File: src/rtl/fpadd_pkg.sv
// Shared constants for the fpadd arbiter: operand width, op encodings and the
// default adder latency, plus the negative-zero squash applied to operands.
package fpadd_pkg;

    localparam int FP_W            = 32;
    localparam int ADD_LAT_DEFAULT = 7;

    typedef enum logic {
        OP_ADD = 1'b0,
        OP_SUB = 1'b1
    } fp_op_e;

    // -0.0 is folded to +0.0 so the adder never has to care about zero sign.
    function automatic logic [FP_W-1:0] squash_neg_zero(input logic [FP_W-1:0] x);
        return (x[FP_W-2:0] == '0) ? '0 : x;
    endfunction

endpackage

File: src/rtl/rr_arbiter.sv
// Combinational round-robin selector: the first set request at or after ptr
// (wrapping) wins; the result is one-hot or zero.
module rr_arbiter #(
    parameter int N     = 4,
    parameter int PTR_W = (N > 1) ? $clog2(N) : 1
) (
    input  logic [N-1:0]     req,
    input  logic [PTR_W-1:0] ptr,
    output logic [N-1:0]     grant
);

    logic found;

    // NOTE: every variable written here gets a default first, so no path can
    // leave it unassigned and infer a latch.
    always_comb begin
        grant = '0;
        found = 1'b0;
        for (int k = 0; k < N; k++) begin
            if (!found && req[(int'(ptr) + k) % N]) begin
                grant[(int'(ptr) + k) % N] = 1'b1;
                found                      = 1'b1;
            end
        end
    end

endmodule

File: src/rtl/fpadd_arbiter.sv
// Shares one fixed-latency fpadd among N_REQ requesters: round-robin issue,
// a tag shift register that routes each result back to its requester.
module fpadd_arbiter
    import fpadd_pkg::*;
#(
    parameter  int N_REQ   = 4,
    parameter  int ADD_LAT = ADD_LAT_DEFAULT,
    localparam int IDX_W   = (N_REQ > 1) ? $clog2(N_REQ) : 1,
    localparam int CNT_W   = $clog2(ADD_LAT + 1)
) (
    input  logic                  clk,
    input  logic                  rst,
    input  logic                  clear,
    input  logic [N_REQ-1:0]      req_valid,
    input  logic [FP_W*N_REQ-1:0] req_a,
    input  logic [FP_W*N_REQ-1:0] req_b,
    input  logic [N_REQ-1:0]      req_op,
    output logic [N_REQ-1:0]      req_grant,
    output logic [FP_W-1:0]       add_a,
    output logic [FP_W-1:0]       add_b,
    output logic                  add_op,
    input  logic [FP_W-1:0]       add_result,
    output logic [N_REQ-1:0]      rsp_valid,
    output logic [FP_W-1:0]       rsp_data,
    output logic [CNT_W-1:0]      inflight,
    output logic                  idle
);

    logic [IDX_W-1:0] ptr;
    logic [N_REQ-1:0] arb_req;
    logic             grant_any;
    logic [IDX_W-1:0] grant_idx;

    logic [ADD_LAT-1:0] tag_valid;
    logic [IDX_W-1:0]   tag_idx [ADD_LAT];
    logic               retire;
    logic               rsp_fire;

    // Nothing may issue during reset or clear, so the selector sees no requests.
    assign arb_req = (rst || clear) ? '0 : req_valid;

    rr_arbiter #(
        .N     (N_REQ),
        .PTR_W (IDX_W)
    ) u_rr (
        .req   (arb_req),
        .ptr   (ptr),
        .grant (req_grant)
    );

    always_comb begin
        grant_any = |req_grant;
        grant_idx = '0;
        for (int i = 0; i < N_REQ; i++) begin
            if (req_grant[i]) grant_idx = IDX_W'(i);
        end
    end

    always_comb begin
        add_a  = '0;
        add_b  = '0;
        add_op = OP_ADD;
        if (grant_any) begin
            add_a  = squash_neg_zero(req_a[int'(grant_idx)*FP_W +: FP_W]);
            add_b  = squash_neg_zero(req_b[int'(grant_idx)*FP_W +: FP_W]);
            add_op = req_op[grant_idx];
        end
    end

    // NOTE: state is updated with non-blocking assignments so every register
    // samples the values from before the edge, independent of statement order.
    always_ff @(posedge clk or posedge rst) begin
        if (rst) begin
            ptr <= '0;
        end else if (grant_any) begin
            ptr <= (grant_idx == IDX_W'(N_REQ - 1)) ? '0 : grant_idx + 1'b1;
        end
    end

    always_ff @(posedge clk or posedge rst) begin
        if (rst) begin
            tag_valid <= '0;
        end else if (clear) begin
            tag_valid <= '0;
        end else begin
            for (int s = ADD_LAT - 1; s > 0; s--) tag_valid[s] <= tag_valid[s-1];
            tag_valid[0] <= grant_any;
        end
    end

    // NOTE: the index array has no reset; it is only ever read when the
    // matching valid bit is set, and that bit is reset.
    always_ff @(posedge clk) begin
        for (int s = ADD_LAT - 1; s > 0; s--) tag_idx[s] <= tag_idx[s-1];
        tag_idx[0] <= grant_idx;
    end

    assign retire   = tag_valid[ADD_LAT-1];
    assign rsp_fire = retire && !clear;

    always_comb begin
        rsp_valid = '0;
        if (rsp_fire) rsp_valid[tag_idx[ADD_LAT-1]] = 1'b1;
    end

    assign rsp_data = rsp_fire ? add_result : '0;

    // A grant and a retirement in the same cycle cancel out.
    always_ff @(posedge clk or posedge rst) begin
        if (rst) begin
            inflight <= '0;
        end else if (clear) begin
            inflight <= '0;
        end else if (grant_any && !retire) begin
            inflight <= inflight + 1'b1;
        end else if (!grant_any && retire) begin
            inflight <= inflight - 1'b1;
        end
    end

    assign idle = (inflight == '0) && (req_valid == '0);

endmodule
File: config.mk
export PLATFORM = sky130hd
export DESIGN_NAME = fpadd_arbiter
export DESIGN_NICKNAME = d
export VERILOG_FILES = /design/src/rtl/fpadd_pkg.sv /design/src/rtl/rr_arbiter.sv /design/src/rtl/fpadd_arbiter.sv
export SDC_FILE = /design/constraint.sdc
export NUM_CORES = 1
export LEC_CHECK = 0
export ABC_CLOCK_PERIOD_IN_PS = 5800
export CORE_AREA = 10 10 151 153
export CTS_BUF_LIST = sky130_fd_sc_hd__clkbuf_8
export CTS_CLUSTER_SIZE = 8
export DETAILED_ROUTE_END_ITERATION = 12
export DIE_AREA = 0 0 161 163
export DONT_BUFFER_PORTS = 1
export GPL_TIMING_DRIVEN = 0
export HOLD_SLACK_MARGIN = 0.02
export PLACE_DENSITY = 0.4
export SLEW_MARGIN = 20
export SYNTH_ARGS = -nofsm -noshare
export SYNTH_HDL_FRONTEND = slang
export SYNTH_SLANG_ARGS = --single-unit
export TNS_END_PERCENT = 5
File: constraint.sdc
create_clock -name clk -period 5.8 [get_ports clk]
set_clock_uncertainty 0.1 [all_clocks]
set_input_delay 0.29 -clock clk [delete_from_list [all_inputs] [get_ports clk]]
set_output_delay 0.29 -clock clk [all_outputs]
set_load 0.01 [all_outputs]
==> results of run 1 <==
[cell type report]
type | instances | area (sq um) | area share
Buffer | 55 | 265.3 | 0.05864
Clock buffer | 4 | 55.05 | 0.01217
Tap cell | 270 | 337.8 | 0.07469
Inverter | 17 | 63.81 | 0.01411
Antenna cell | 4 | 10.01 | 0.002213
Sequential cell | 26 | 580.6 | 0.1284
Multi-Input combinational cell | 522 | 3193 | 0.7059
Timing Repair Buffer | 2 | 17.52 | 0.003873
[worst max-delay path: stages (launching register included)]
cell	delay, ns
dfrtp_1	0.49
buf_4	0.22
inv_1	0.14
ha_1	0.44
or3b_2	0.46
o22ai_1	0.34
a31o_1	0.20
buf_2	0.24
nor3_4	0.10
buf_2	0.25
clkbuf_1	0.31
clkbuf_1	0.36
nand3_1	0.17
a21oi_1	0.10
nor4_1	0.47
nand3_1	0.23
o31a_1	0.39
[power by group through the flow]
| stage | logic (mW) | registers, mW | clock network [mW] |
|---|---|---|---|
| floorplan | 1.51 | 0.258 | 0 |
| global placement | 2.25 | 0.269 | 0 |
| detailed placement | 2.25 | 0.270 | 0 |
| CTS | 2.27 | 0.265 | 0.121 |
| global route | 2.45 | 0.272 | 0.127 |
| finish | 2.27 | 0.264 | 0.115 |
[logic make-up (layout without fill, tap and decap cells)]
group | after synthesis | after routing | share of synthesized area
other | 0 | 4 | 0
adder cells (fa/ha/maj) | 8 | 8 | 0.02651
AO/OA/AOI/OAI | 237 | 237 | 0.3792
XOR/XNOR | 3 | 3 | 0.006475
buffers and inverters | 73 | 78 | 0.08046
AND/OR/NAND/NOR | 271 | 271 | 0.3539
multiplexers | 3 | 3 | 0.01048
flip-flops | 26 | 26 | 0.1430
[sequential cells by signal, indices dropped and copies added (netlist names)]
register / count
inflight: 3
tag_valid: 7
tag_idx: 14
ptr: 2
[what timing repair did]
action | in CTS | in global routing
gates resized for setup | 3 | 12
hold buffers | 1 | 0
endpoints found under the setup margin | 2 | 23
buffers inserted | 0 | 0
gates cloned | 0 | 0
hold endpoints to repair | 12 | 0
[cell usage after synthesis, types with 4 or more instances]
| master | count | area (sq um) |
|---|---|---|
| a2111oi_0 | 8 | 70.07 |
| a211o_1 | 8 | 70.07 |
| a211oi_1 | 13 | 97.59 |
| a21o_1 | 8 | 60.06 |
| a21oi_1 | 99 | 495.5 |
| a221oi_1 | 4 | 35.03 |
| a22oi_1 | 9 | 67.56 |
| a2bb2oi_1 | 8 | 70.07 |
| a31o_1 | 4 | 35.03 |
| a31oi_1 | 4 | 25.02 |
| and2_1 | 45 | 281.5 |
| and3_1 | 13 | 81.33 |
| buf_1 | 8 | 30.03 |
| buf_2 | 9 | 45.04 |
| buf_6 | 5 | 56.30 |
| clkbuf_1 | 33 | 123.9 |
| dfrtp_1 | 12 | 300.3 |
| dfxtp_1 | 14 | 280.3 |
| ha_1 | 7 | 87.58 |
| inv_1 | 14 | 52.55 |
| nand2_1 | 38 | 142.6 |
| nand2b_1 | 4 | 25.02 |
| nand3_1 | 24 | 120.1 |
| nand4_1 | 6 | 37.54 |
| nor2_1 | 76 | 285.3 |
| nor2b_1 | 9 | 56.30 |
| nor3_1 | 10 | 50.05 |
| nor3b_1 | 5 | 37.54 |
| nor4_1 | 19 | 118.9 |
| o21a_1 | 18 | 135.1 |
| o21ai_0 | 21 | 105.1 |
| o22ai_1 | 7 | 43.79 |
| o31a_1 | 12 | 105.1 |
| or3_1 | 6 | 37.54 |
[per-layer routing]
metal / track usage / vias up / routed length, um / share of wire
li1: - / 2301 / - / -
met1: 0.2167 / 2537 / 10310 / 0.36
met5: 0 / - / 13 / 0.00046
met4: 0.04508 / 2 / 606 / 0.021
met3: 0.06699 / 46 / 3064 / 0.11
met2: 0.3506 / 398 / 14440 / 0.51
[through the flow]
step / power, mW / utilization
final: 2.652 / 0.2272
after global routing: 2.852 / 0.2272
after CTS: 2.655 / 0.2254
after detailed placement: 2.521 / 0.2215
after global placement: 2.523 / 0.2208
after floorplan: 1.766 / -
[final timing paths]
| kind | cells past startpoint | endpoint | from |
|---|---|---|---|
| worst max-delay path | 16 | add_a[31] | ptr[0] |
| worst min-delay path | 0 | tag_idx[0][11] | tag_idx[0][9] |
| worst max register to register | 18 | inflight[2] | ptr[0] |
| worst min register to register | 0 | tag_idx[0][11] | tag_idx[0][9] |
| max in group asynchronous | 2 | ptr[1] | rst |
| min in group asynchronous | 2 | inflight[1] | rst |
==> summary.md, run 1 <==
| Metric | Value |
|---|---|
| Cts bufs inserted | `3` |
| Final hold slack | `0.2320 ns` |
| Switching portion of total power | `0.6372` |
| Hold crit path type | `reg2reg` |
| Power Dens Cells | `586.4 mW/mm^2` |
| Layout cells sized above 1 | `0.06550` |
| Internal power contribution | `962.3 uW` |
| Clock Sinks | `26` |
| Post-synthesis average cell area | `6.536 sq um` |
| Flops & latches, synth | `26` |
| CP required | `5.41 ns` |
| Final setup violation count | `0` |
| Synth async-reset ratio | `0.4615` |
| Starting Density | `0.2039` |
| Final Cycle Share | `0.9670` |
| Core Region | `0.01991 sq mm` |
| Placed cell areas | `0.004409 sq mm` |
| 1st-pass router iterations | `5` |
| Post-route minimum period | `5.609 ns` |
| DP HPWL | `24,180 um` |
| DR vias/cell | `5.871` |
| RSZ-0062 raised after global routing | `true` |
| Setup TNS | `0 ns` |
| Sequential power share | `0.099` |
| Status | `completed` |
| Clk Latency, worst-skew pair | `0.26 ns` |
| Die area | `0.02624 sq mm` |
| Non-Filler Instances | `900` |
| Root Driver | `clkbuf_8` |
| Startpoint Class | `flop` |
| Slew HR | `0.3469` |
| Initial antenna violation count | `6` |
| Comb pwr share | `0.857` |
| Remaining DRCs | `0` |
| Worst-path clk slew | `0.09 ns` |
| Max Cap Viol | `0` |
| Cells after synthesis | `621` |
| Slew Viols, Final | `0` |
| Final hold violation count | `0` |
| Remaining Overflow, GRT | `0` |
| Placement Setup Slack | `-0.3198 ns` |
| Least-Margin Pin Slew | `0.9770 ns` |
| Number of global-route vias before repair | `5,278` |
| First DRT Iteration DRCs | `479` |
| Die width | `161 um` |
| Ports | `408` |
| Row count | `52` |
| Critical Setup Path Class | `reg2out` |
| Antenna viol nets, final | `0` |
| Commonest register cell after synthesis | `dfxtp_1` |
| Most frequent cells in the layout | `99 x a21oi_1, 76 x nor2_1, 45 x and2_1, 38 x nand2_1, 32 x clkbuf_1` |
| Total Routing Usage GR | `0.1951` |
| CTS tree | `yes` |
| Via count | `5,284` |
| Net load switching power | `1.690 mW` |
| YS warnings | `0` |
| H-tree depth | `1` |
| Worst-path maximum fanout | `10` |
| VDD IR-drop max | `0.1973 mV` |
| Placed insts | `892` |
| Sequential fraction of the synthesis area | `0.1430` |
| Leak | `1.728 nW` |
| Routed WL per cell | `31.59 um` |
| Clock power frac | `0.044` |
| Cell Area, Synth | `0.004059 sq mm` |
| Cell variety after synth | `58` |
| Number of synthesized flops with an enable pin | `0` |
| Fmax | `0.1783 GHz` |
| I/O Buffers | `0` |
| Post-synth net total | `928` |
| Flop2flop setup slack | `0.45 ns` |
| Fin nets | `934` |
| Chip height | `163 um` |
| Largest net degree at the start of global routing | `20` |
| Routed Wire Length | `28,430 um` |
| Critical Path AT | `5.22 ns` |
| Bufs on Longest Clock Path | `2` |
| Final Instance Area | `0.004523 sq mm` |
| Commonest non-fill, non-tap cell in the layout | `a21oi_1` |
| Final worst slack | `0.1913 ns` |
| Crit path capture type | `output pin` |
| Area Growth Syn to Fin | `11.44%` |
| Fillers | `2,320` |
| Gpl congestion | `0.8936` |
| First-pass GRT wire length | `38,850 um` |
No activity file was read; power rests on OpenSTA's default activity.
==> inputs of run 2 (changes only) <==
Settings changed: ABC_CLOCK_PERIOD_IN_PS 5800 to 5700, SETUP_SLACK_MARGIN set to 0.05.
Clock period 5.8 ns to 5.7 ns, I/O delays scaled along.
==> run 2 against run 1 <==
Compared with the run above: first-iteration DRC count down 0.42%; largest power group unchanged; core utilization up 0.22 points; power rose by 2.8%; wire length grew 0.15%; setup slack better by 0.11 ns; die area is the same; non-clock buffer count stayed put; register-to-register slack worse by 0.03 ns; critical path depth stayed put; via count barely moved; combinational power grew 3%; cell count rose by 0.11%.
==> summary.md, run 2 (synthesized netlist as in run 1, its figures left out) <==
| Metric | Value |
|---|---|
| Final hold violation count | `0` |
| Slew Viols, Final | `0` |
| Crit. Startpoint | `ptr[0]` |
| Clock Sinks | `26` |
| Metal2 WL | `14,440 um` |
| CP required | `5.32 ns` |
| Ports | `408` |
| Critical Path AT | `5.01 ns` |
| Top reg by flops | `tag_idx` |
| Hold crit path type | `reg2reg` |
| First DRT Iteration DRCs | `477` |
| Detail Route met3 WL | `3098 um` |
| DR top layer | `met5` |
| DR vias/cell | `5.861` |
| Core Region | `0.01991 sq mm` |
| Status | `completed` |
| Number of global-route vias before repair | `5,293` |
| H-tree depth | `1` |
| Net load switching power | `1.734 mW` |
| Internal power contribution | `992.6 uW` |
| Fmax | `0.1853 GHz` |
| Flop2flop setup slack | `0.42 ns` |
| Clock power frac | `0.043` |
| Row count | `52` |
| RR Startpoint | `ptr[0]` |
| Power Dens Cells | `597.0 mW/mm^2` |
| Area Growth Syn to Fin | `12.52%` |
| Switching portion of total power | `0.6359` |
| Final Cycle Share | `0.9467` |
| Gpl congestion | `0.8936` |
| Post-route minimum period | `5.396 ns` |
| Hold path start | `tag_idx[0][9]` |
| Sequential power share | `0.098` |
| Setup TNS | `0 ns` |
| Placed insts | `892` |
| Non-Filler Instances | `901` |
| Largest net degree at the start of global routing | `20` |
| Fin util | `0.2294` |
| Via count | `5,281` |
| Die area | `0.02624 sq mm` |
| Most frequent cells in the layout | `99 x a21oi_1, 76 x nor2_1, 45 x and2_1, 38 x nand2_1, 30 x clkbuf_1` |
| Clk Latency, worst-skew pair | `0.26 ns` |
| Worst-path clk slew | `0.09 ns` |
| Max Cap Viol | `0` |
| Commonest non-fill, non-tap cell in the layout | `a21oi_1` |
| Worst-path maximum fanout | `10` |
| Pwr Total | `2.726 mW` |
| Remaining Overflow, GRT | `0` |
| Fin nets | `934` |
| Startpoint Class | `flop` |
| Routed WL per cell | `31.60 um` |
| Initial antenna violation count | `6` |
| Bufs on Longest Clock Path | `2` |
| Root Driver | `clkbuf_8` |
| Routed Wire Length | `28,470 um` |
| Die width | `161 um` |
| DP HPWL | `24,180 um` |
| Comb pwr share | `0.859` |
| 1st-pass router iterations | `5` |
| Critical Setup Path Class | `reg2out` |
| Least-Margin Pin Slew | `0.8128 ns` |
| Remaining DRCs | `0` |
| Total Routing Usage GR | `0.1953` |
| Layout cells sized above 1 | `0.07668` |
| Crit path capture type | `output pin` |
| Cts bufs inserted | `3` |
| Starting Density | `0.2039` |
| Final Instance Area | `0.004567 sq mm` |
| Largest regs | `tag_idx (14), tag_valid (7), inflight (3)` |
| Slew HR | `0.4581` |
| CTS tree | `yes` |
| Antenna viol nets, final | `0` |
| First-pass GRT wire length | `38,900 um` |
| Final setup violation count | `0` |
| Chip height | `163 um` |
| Leak | `1.745 nW` |
| RSZ-0062 raised after global routing | `false` |
| I/O Buffers | `0` |
| Final worst slack | `0.3040 ns` |
| Number of flip-flops in the largest register | `14` |
| Placement Setup Slack | `-0.4198 ns` |
| Placed cell areas | `0.004409 sq mm` |
| M1 wire length | `10,350 um` |
| VDD IR-drop max | `0.2023 mV` |
| Final hold slack | `0.2320 ns` |
| # Post-CTS Setup Buffers | `0` |
==> run 2: cell types whose count changed in the layout (fill, tap and decap cells not counted), moves of 2 or more <==
cell / delta
clkbuf_2: +2
nor3_1: -2
nor3_2: +2
clkbuf_1: -2
==> run 2: worst max-delay path, stage by stage (launching register included) <==
cell and delay, ns:
dfrtp_1 0.49, buf_4 0.23, inv_1 0.14, ha_1 0.45, or3b_2 0.48, o22ai_2 0.25, a31o_1 0.18, buf_2 0.24
nor3_4 0.10, buf_2 0.24, clkbuf_1 0.32, clkbuf_2 0.33, nand3_1 0.14, a21oi_1 0.10, nor4_1 0.45, nand3_1 0.22
o31a_1 0.38
==> run 2: final cells by class <==
| cell class | count | area (sq um) |
|---|---|---|
| fillers | 2320 | 15340 |
| multi-input cells | 522 | 3229 |
| flip-flops and latches | 26 | 580.6 |
| well taps | 270 | 337.8 |
| plain buffers | 55 | 270.3 |
| inverters | 17 | 63.81 |
| clock buffers | 4 | 55.05 |
| repair buffers | 2 | 17.52 |
| diodes | 5 | 12.51 |
==> run 2: final timing paths <==
check / end / depth (start not counted)
worst min register to register: tag_idx[0][11] / 0
max in group asynchronous: ptr[1] / 2
worst max-delay path: add_a[31] / 16
worst max register to register: inflight[2] / 18
worst min-delay path: tag_idx[0][11] / 0
min in group asynchronous: inflight[1] / 2
==> run 2: power groups by stage <==
stage,clock network [mW],logic [mW],registers [mW]
final,0.117,2.34,0.268
after global routing,0.129,2.52,0.277
after CTS,0.123,2.31,0.270
after detailed placement,0,2.29,0.274
after global placement,0,2.29,0.273
after floorplan,0,1.53,0.262
==> run 2: metal layers <==
layer	global-route usage	up-vias
met5	0	-
met4	0.04508	2
met3	0.06699	44
met2	0.3509	400
met1	0.2169	2534
li1	-	2301
==> run 2: what timing repair did <==
| action | in CTS | in global routing |
|---|---|---|
| endpoints found under the hold margin | 12 | 0 |
| setup endpoints to repair | 42 | 48 |
| resized for setup | 9 | 17 |
| hold buffers | 1 | 0 |
